### src/rtl/and_gate_pkg.sv
// Shared constants for the and_gate block and its bench.
package and_gate_pkg;

  // Default operand width for A, B, Y and Y_R.
  localparam int unsigned DEFAULT_WIDTH = 1;

  // Default width of the saturating rise counter.
  localparam int unsigned DEFAULT_CNT_W = 8;

endpackage : and_gate_pkg

### src/rtl/and_gate_edge_counter.sv
// Rising-edge detector on a single bit plus a saturating pulse counter.
module edge_counter
  import and_gate_pkg::*;
#(
  parameter int unsigned CNT_W = DEFAULT_CNT_W
) (
  input  logic             clk,
  input  logic             rst_n,
  input  logic             d,
  output logic             pulse,
  output logic [CNT_W-1:0] count
);

  localparam logic [CNT_W-1:0] CNT_MAX = {CNT_W{1'b1}};

  logic             d_prev;
  logic             pulse_nxt;
  logic [CNT_W-1:0] count_nxt;

  // Next-state: pulse when d is high now but was low last cycle; count holds at max.
  always_comb begin
    pulse_nxt = 1'b0;
    count_nxt = count;
    pulse_nxt = d & ~d_prev;
    if (pulse && (count != CNT_MAX)) begin
      count_nxt = count + CNT_W'(1);
    end
  end

  // State registers; synchronous reset overrides any pending pulse or increment.
  always_ff @(posedge clk) begin
    if (!rst_n) begin
      d_prev <= 1'b0;
      pulse  <= 1'b0;
      count  <= '0;
    end else begin
      d_prev <= d;
      pulse  <= pulse_nxt;
      count  <= count_nxt;
    end
  end

endmodule : edge_counter

### src/rtl/and_gate.sv
// Bitwise AND with a registered copy and a rise counter on bit 0 of the copy.
module and_gate
  import and_gate_pkg::*;
#(
  parameter int unsigned WIDTH = DEFAULT_WIDTH,
  parameter int unsigned CNT_W = DEFAULT_CNT_W
) (
  input  logic             clk,
  input  logic             rst_n,
  input  logic [WIDTH-1:0] A,
  input  logic [WIDTH-1:0] B,
  output logic [WIDTH-1:0] Y,
  output logic [WIDTH-1:0] Y_R,
  output logic             Y_RISE,
  output logic [CNT_W-1:0] RISE_CNT
);

  // Zero-latency AND, independent of clock and reset.
  assign Y = A & B;

  // One-cycle registered copy of Y.
  always_ff @(posedge clk) begin
    if (!rst_n) begin
      Y_R <= '0;
    end else begin
      Y_R <= Y;
    end
  end

  // Rise detection and counting on the registered LSB only, so sub-cycle glitches are ignored.
  edge_counter #(
    .CNT_W (CNT_W)
  ) u_edge_counter (
    .clk   (clk),
    .rst_n (rst_n),
    .d     (Y_R[0]),
    .pulse (Y_RISE),
    .count (RISE_CNT)
  );

endmodule : and_gate

### config.mk
export PLATFORM = sky130hd
export DESIGN_NAME = and_gate
export DESIGN_NICKNAME = d
export VERILOG_FILES = /design/src/rtl/and_gate_pkg.sv /design/src/rtl/and_gate_edge_counter.sv /design/src/rtl/and_gate.sv
export SDC_FILE = /design/constraint.sdc
export NUM_CORES = 1
export LEC_CHECK = 0
export CORE_AREA = 2 2 39 41
export CTS_CLUSTER_SIZE = 14
export DETAILED_ROUTE_END_ITERATION = 16
export DIE_AREA = 0 0 41 43
export RECOVER_POWER = 50
export SLEW_MARGIN = 20
export SYNTH_ARGS = -nofsm -noshare
export SYNTH_HDL_FRONTEND = slang
export SYNTH_SLANG_ARGS = --single-unit
### constraint.sdc
create_clock -name clk -period 2 [get_ports clk]
set_clock_uncertainty 0.2 [all_clocks]
set_input_delay 0.4 -clock clk [delete_from_list [all_inputs] [get_ports clk]]
set_output_delay 0.4 -clock clk [all_outputs]
set_load 0.1 [all_outputs]
-- Word-level counts from Yosys, hierarchy flattened
Index checks and enable logic that the tools add are counted.
- flip-flop bits (word level): 11
- bits in latches: 0
- memory bits (writable): 0
- ROM bits: 0
- output and inout bits: 11
- word-level logic and storage cells: 10
- memories: 0
- add/sub/neg operators: 1
- $mul: 0
- div/mod/pow operators: 0
- order comparisons: 0
- equality and inequality tests: 1
- shift-type cells: 0
- muxes and demuxes: 0
- bitwise gates (word level): 3
- reductions and logical operators: 1
- operators by type and width (operator ; count):
    adder 8 x 1 -> 8 bit (second input constant) ; 1
    inequality test 8 bit (second input constant) ; 1
    bitwise AND 1 bit ; 2
    logical AND 1 bit ; 1
    NOT 1 bit ; 1

-- Longest topological paths before layout
Gate-level depths: netlist (run 1).
- depth in word-level cells: 2
- depth in mapped cells: 4
- mapped depth without buffers: 4

-- By module
From an unflattened synthesis (run 1), not the netlist that was laid out.
- cell total of the unflattened synthesis: 51
- area, all modules: 503.0 um^2
- by module, submodules not included (module ; times used ; cells each ; area each (um^2)):
    edge_counter ; 1 ; 48 ; 470.5
    and_gate ; 1 ; 3 ; 32.5

-- Least setup slack after synthesis (run 1)
No wires, ideal clock.
- path type: flip-flop to flip-flop
- from: reg u_edge_counter.count[0]
- to: reg u_edge_counter.count[2]
- library setup time: 86 ps
- arrival time: 1850 ps
- slack: -136 ps
- stages on the path, launching flop included: 5
- buffers on the path: 0
- cell sequence: dfxtp_1 -> ha_1 -> and4_4 -> nand2_1 -> a211oi_1
- word-level cells in the longest chain between the ends: 2
- elaborated cells between the ends (all ways): 3
- RTL lines (element ; RTL line ; source):
    start, declared ; and_gate_edge_counter.sv:11 ; output logic [CNT_W-1:0] count
    start signal, assigned ; and_gate_edge_counter.sv:39 ; count <= count_nxt;
    branches (longest 2 deep; another with adder 8 x 1 -> 8 bit) ; - ;
Parallel ways; which one is timed is not known.
A chain may end at the register's enable or synchronous reset.

-- Final worst setup path (run 1)
- from: in A
- to: out Y
- word-level cells in the longest chain between the ends: 1
- RTL lines (element ; RTL line ; source):
    start, declared ; and_gate.sv:10 ; input logic [WIDTH-1:0] A,
    bitwise AND 1 bit ; and_gate.sv:19 ; assign Y = A & B;
    end, declared ; and_gate.sv:12 ; output logic [WIDTH-1:0] Y,
No other way between the ends.

==> metrics.csv, run 1 <==
stage,metric,value,unit
status,status,"complete, no violations",
layout,share of cells above drive strength 1,25.37,%
sta,crit share post-route,91.58,%
sta,Setup TNS,0,ns
cts,hold_buf cts,0,
synthesis,Netlist cell types,21,
worst_setup_path,WP data arrival,1.23,ns
worst_setup_path,"Req. time, crit path",1.40,ns
worst_setup_path,CP max FO,2,
place,"worst slack, placed",0.1644,ns
worst_setup_path,Max stage delay on crit path,0.47,ns
synthesis,"area leader, netlist",dfxtp_1,
sta,unrepaired setup endpoints after global routing,no,
route,DR pass1 iterations,2,
global_routing,largest net degree at the start of global routing,10,
floorplanning,Core Area,1384,um2
job,Max Cap Violations,0,
route,Wirelength per Cell,11.92,um
global_routing,initial antenna violation count,0,
sta,Least-Margin Pin Slew,0.5427,ns
cts,clock sink count,11,
sta,final critical-path required period,1.832,ns
route,Via Count,445,
layout,Antenna Diode Count,0,
sta,Final Worst Setup Slack,0.1684,ns
floorplanning,die area,1763,um2
global_routing,GRT Util Overall,15.14,%
power,leakage,0.2745,nW
cts,clk buf depth,2,
min_path,Hold Crit Class,reg2reg,
power,Power Dens Cells,564.5,nW/um2
cts,TritonCTS clock tree,done,
layout,Layout Utilization,54.34,%
synthesis,Synth area leaders,"dfxtp_1 (47%), a211oi_1 (6.3%), and4_4 (4.8%)",
floorplanning,die height,43,um
sta,final hold violations,0,
sta,Slew Limit Fails,0,
cts,Clock Latency Late Sink,0.26,ns
power,Final Power,0.4245,mW
route,DRT iter0 DRCs,7,
cts,htree depth,1,
synthesis,"FFs w/ async S/R, synth",0,%
synthesis,Synthesis Warnings,0,
floorplanning,initial core utilization,34.18,%
sta,worst-case headroom to the max-slew limit,63.98,%
synthesis,synthesized area,473.0,um2
layout,Final #Nets,73,
worst_setup_path,Top delay family on crit path,buffers and inverters,
worst_setup_path,Worst Setup Start Kind,input port,
power,Max VDD drop,0.2506,mV
synthesis,ys flop type,dfxtp_1,
global_routing,vias in the first global route,424,
global_routing,total grt overflow,0,
route,# DRC,0,
synthesis,"Seq/Total Area, Yosys",46.56,%
cts,CTS buffer count,3,
global_routing,first-pass GRT wire length,1.787,mm
cts,clock-pin slew on the worst setup and hold paths,0.07,ns
synthesis,Synth Register Bits,11,
sta,FMAX,546.0,MHz
floorplanning,Cell Rows,14,
synthesis,share of the synthesized area in the top cell type,46.56,%
floorplanning,Die X,41,um
sta,Final Setup Violations,0,
worst_setup_path,slowest CP cell,clkdlybuf4s50_1,
worst_setup_path,Buf/Inv on CP,2,
synthesis,cell count after synthesis,49,
route,Final ANT Viol Nets,0,
cts,CTS root buf,clkbuf_4,
place,Placer Congestion,0.7604,
layout,"Area growth, synth to finish",58.99,%
floorplanning,Boundary Pins,15,
synthesis,Post-synth top cells,"dfxtp_1 (11), nand2_1 (5), a211oi_1 (4), nor3_1 (4), a31oi_1 (3)",
synthesis,Mapped Nets,54,
place,HPWL after detailed placement,782.6,um
cts,post_cts resized,0,
place,IO buf count,14,
cts,# Post-CTS Setup Buffers,0,
place,Area after DPL,747.0,um2
route,Routed WL,989,um
worst_setup_path,crit path kind,in2out,
worst_setup_path,"critical path, cell by cell",clkdlybuf4s50_1 > and2_1 > buf_12,
synthesis,top-count cell post-synth,dfxtp_1,
synthesis,Post-synth EDFFs,0,
synthesis,Syn Area/Cell,9.652,um2
route,vias per cell,5.361,
worst_setup_path,Setup crit end kind,primary output,
layout,fin area,752.0,um2
==> per-stage QoR <==
step	hold slack, ns	instances
finish	0.1814	83
global route	0.2105	83
CTS	0.1813	83
detailed placement	0.1717	79
global placement	0.1706	79
floorplan	0.1674	49
==> area by class of cell <==
type	count	area [um2]
fillers	128	631.9
multi-input cells	37	246.5
repair buffers	14	235.2
flip-flops and latches	11	220.2
clock buffers	4	26.28
well taps	16	20.02
inverters	1	3.754
==> cell usage in the layout, fill, tap and decap left out, types with 2 or more instances in the layout <==
cell type	netlist	layout
a211oi_1	4	4
clkdlybuf4s50_1	0	2
clkbuf_4	0	3
a31oi_1	3	3
mux2i_1	2	2
a21oi_1	2	2
nand2_1	5	5
buf_12	0	10
nor3_1	4	4
and3_1	2	2
dfxtp_1	11	11
nand4_1	2	2
==> state kept, by name (all words and copies together), names as in the netlist <==
name                   count
u_edge_counter.d_prev      1
u_edge_counter.pulse       1
u_edge_counter.count       8
Y_R                        1
==> where the power goes <==
part	leakage (nW)	internal (mW)	switching (mW)
Combinational	0.171	0.0176	0.0315
Sequential	0.0890	0.222	0.00335
Clock	0.0150	0.0771	0.0733
Total	0.275	0.316	0.108
==> cell families (layout without fill, tap and decap cells) <==
group                      Yosys count  count (layout)  synth area share, %
DFF                                 11              11                46.56
AOI/OAI and AO/OA                   12              12                17.72
adders and majority gates            1               1                2.645
buffers and inverters                1              19               0.7929
muxes                                2               2                4.233
and+or+nand+nor                     22              22                28.04
==> per-layer routing <==
layer	vias up	GRT usage [%]	share of wire, %
li1	224	-	-
met1	207	17.65	42
met2	12	23.13	51
met3	2	3.665	5.6
met4	0	10.00	1.2
met5	-	0	0
==> worst paths after layout <==
path | startpoint | end | slack, ns | cells after the start
setup / recovery | A | Y | 0.17 | 3
hold reg to reg | u_edge_counter.d_prev | u_edge_counter.pulse | 0.18 | 1
hold / removal | u_edge_counter.d_prev | u_edge_counter.pulse | 0.18 | 1
setup reg to reg | u_edge_counter.count[0] | u_edge_counter.count[5] | 0.33 | 4
No activity file was read; power rests on OpenSTA's default activity.
==> run 2, diff against run 1 <==
clock period = 2.1 ns   (was 2 ns; I/O delays follow)
==> run 2 against run 1 <==
Compared with the run above:
- utilization shrank 0.27 points
- clock power shrank 5%
- count of clock-buffer cells in the layout is the same
- setup slack gained 0.062 ns
- global-route usage shrank 0.62 points
- critical path type unchanged
==> metrics.csv, run 2 (same netlist as run 1, synthesis figures left out) <==
stage,metric,value,unit
sta,Final Setup Violations,0,
worst_setup_path,crit path kind,in2out,
power,leakage,0.2730,nW
layout,"Area growth, synth to finish",58.20,%
sta,Slew Limit Fails,0,
cts,CTS buffer count,3,
worst_setup_path,Setup crit end kind,primary output,
cts,# Post-CTS Setup Buffers,0,
route,Final ANT Viol Nets,0,
route,vias per cell,5.482,
route,DRT iter0 DRCs,7,
cts,htree depth,1,
worst_setup_path,Top delay family on crit path,buffers and inverters,
sta,worst-case headroom to the max-slew limit,64.16,%
worst_setup_path,"Req. time, crit path",1.48,ns
layout,Final #Nets,73,
status,status,"complete, no violations",
cts,Clock Latency Late Sink,0.26,ns
worst_setup_path,WP data arrival,1.25,ns
global_routing,total grt overflow,0,
global_routing,GRT Util Overall,14.52,%
place,Area after DPL,745.7,um2
place,Placer Congestion,0.7642,
layout,Antenna Diode Count,0,
sta,Final Worst Setup Slack,0.2301,ns
cts,clock-pin slew on the worst setup and hold paths,0.07,ns
sta,final hold violations,0,
cts,hold_buf cts,0,
sta,FMAX,534.8,MHz
global_routing,initial antenna violation count,0,
global_routing,vias in the first global route,430,
worst_setup_path,"critical path, cell by cell",clkdlybuf4s50_1 > and2_1 > buf_12,
place,"worst slack, placed",0.2266,ns
power,Max VDD drop,0.2860,mV
floorplanning,Core Area,1384,um2
floorplanning,die area,1763,um2
sta,Setup TNS,0,ns
power,Final Power,0.4035,mW
sta,Least-Margin Pin Slew,0.5398,ns
layout,"most common cell after layout, fill and taps aside",dfxtp_1,
power,Power Dens Cells,539.2,nW/um2
layout,share of cells above drive strength 1,23.88,%
worst_setup_path,slowest CP cell,clkdlybuf4s50_1,
worst_setup_path,Worst Setup Start Kind,input port,
route,Routed WL,999,um
cts,clk buf depth,2,
cts,TritonCTS clock tree,done,
worst_setup_path,Max stage delay on crit path,0.46,ns
route,# DRC,0,
floorplanning,Boundary Pins,15,
route,Wirelength per Cell,12.04,um
route,Via Count,455,
global_routing,first-pass GRT wire length,1.745,mm
global_routing,largest net degree at the start of global routing,10,
sta,final critical-path required period,1.870,ns
floorplanning,die height,43,um
worst_setup_path,Buf/Inv on CP,2,
layout,Largest register FFs,8,
floorplanning,Cell Rows,14,
cts,CTS root buf,clkbuf_4,
sta,crit share post-route,89.04,%
worst_setup_path,CP max FO,2,
layout,Biggest register,u_edge_counter.count,
layout,most frequent cells in the layout,"dfxtp_1 (11), buf_12 (10), nand2_1 (5)",
route,DR pass1 iterations,4,
layout,fin area,748.2,um2
sta,unrepaired setup endpoints after global routing,no,
sta,final hold slack,0.1850,ns
cts,clock sink count,11,
place,HPWL after detailed placement,777.1,um
place,IO buf count,14,
floorplanning,Die X,41,um
cts,post_cts resized,0,
job,Max Cap Violations,0,
min_path,Hold Crit Class,reg2reg,
floorplanning,initial core utilization,34.18,%
==> run 2: changes by cell type in the layout (fill, tap and decap cells not counted) <==
cell | previous run | this run
a21boi_0 | 0 | 1
a21boi_2 | 1 | 0
==> run 2: worst paths after layout <==
path,slack (ns),depth (start not counted),startpoint,endpoint
min reg2reg,0.19,1,u_edge_counter.d_prev,u_edge_counter.pulse
max,0.23,3,A,Y
max reg2reg,0.32,4,u_edge_counter.count[0],u_edge_counter.count[1]
min,0.19,1,u_edge_counter.d_prev,u_edge_counter.pulse
==> run 2: final cells by class <==
class	count	area [um2]
clock buffers	4	26.28
fillers	133	635.6
inverters	1	3.754
multi-input cells	37	242.7
flip-flops and latches	11	220.2
well taps	16	20.02
repair buffers	14	235.2
==> run 2: stage by stage <==
stage,instances,util (%)
final,83,54.07
after global routing,83,54.07
after CTS,83,55.79
after detailed placement,79,53.89
after global placement,79,53.89
after floorplan,49,-
==> run 2: metal layers <==
metal	track usage (%)	wire, um	part of all wire (%)
met5	0	0	0
met4	10.00	2	0.20
met3	4.188	65	6.5
met2	21.25	507	51
met1	17.26	425	43
==> run 2: worst reg2reg max path, cell delays in order (launching register included) <==
cell and delay, ns:
dfxtp_1 0.38, ha_1 0.30, and4_1 0.27, a21boi_0 0.35
mux2i_1 0.22
==> run 2: power by group <==
group          switching (mW)  internal (mW)
logic                  0.0299         0.0165
clock network          0.0694         0.0734
registers             0.00324          0.211
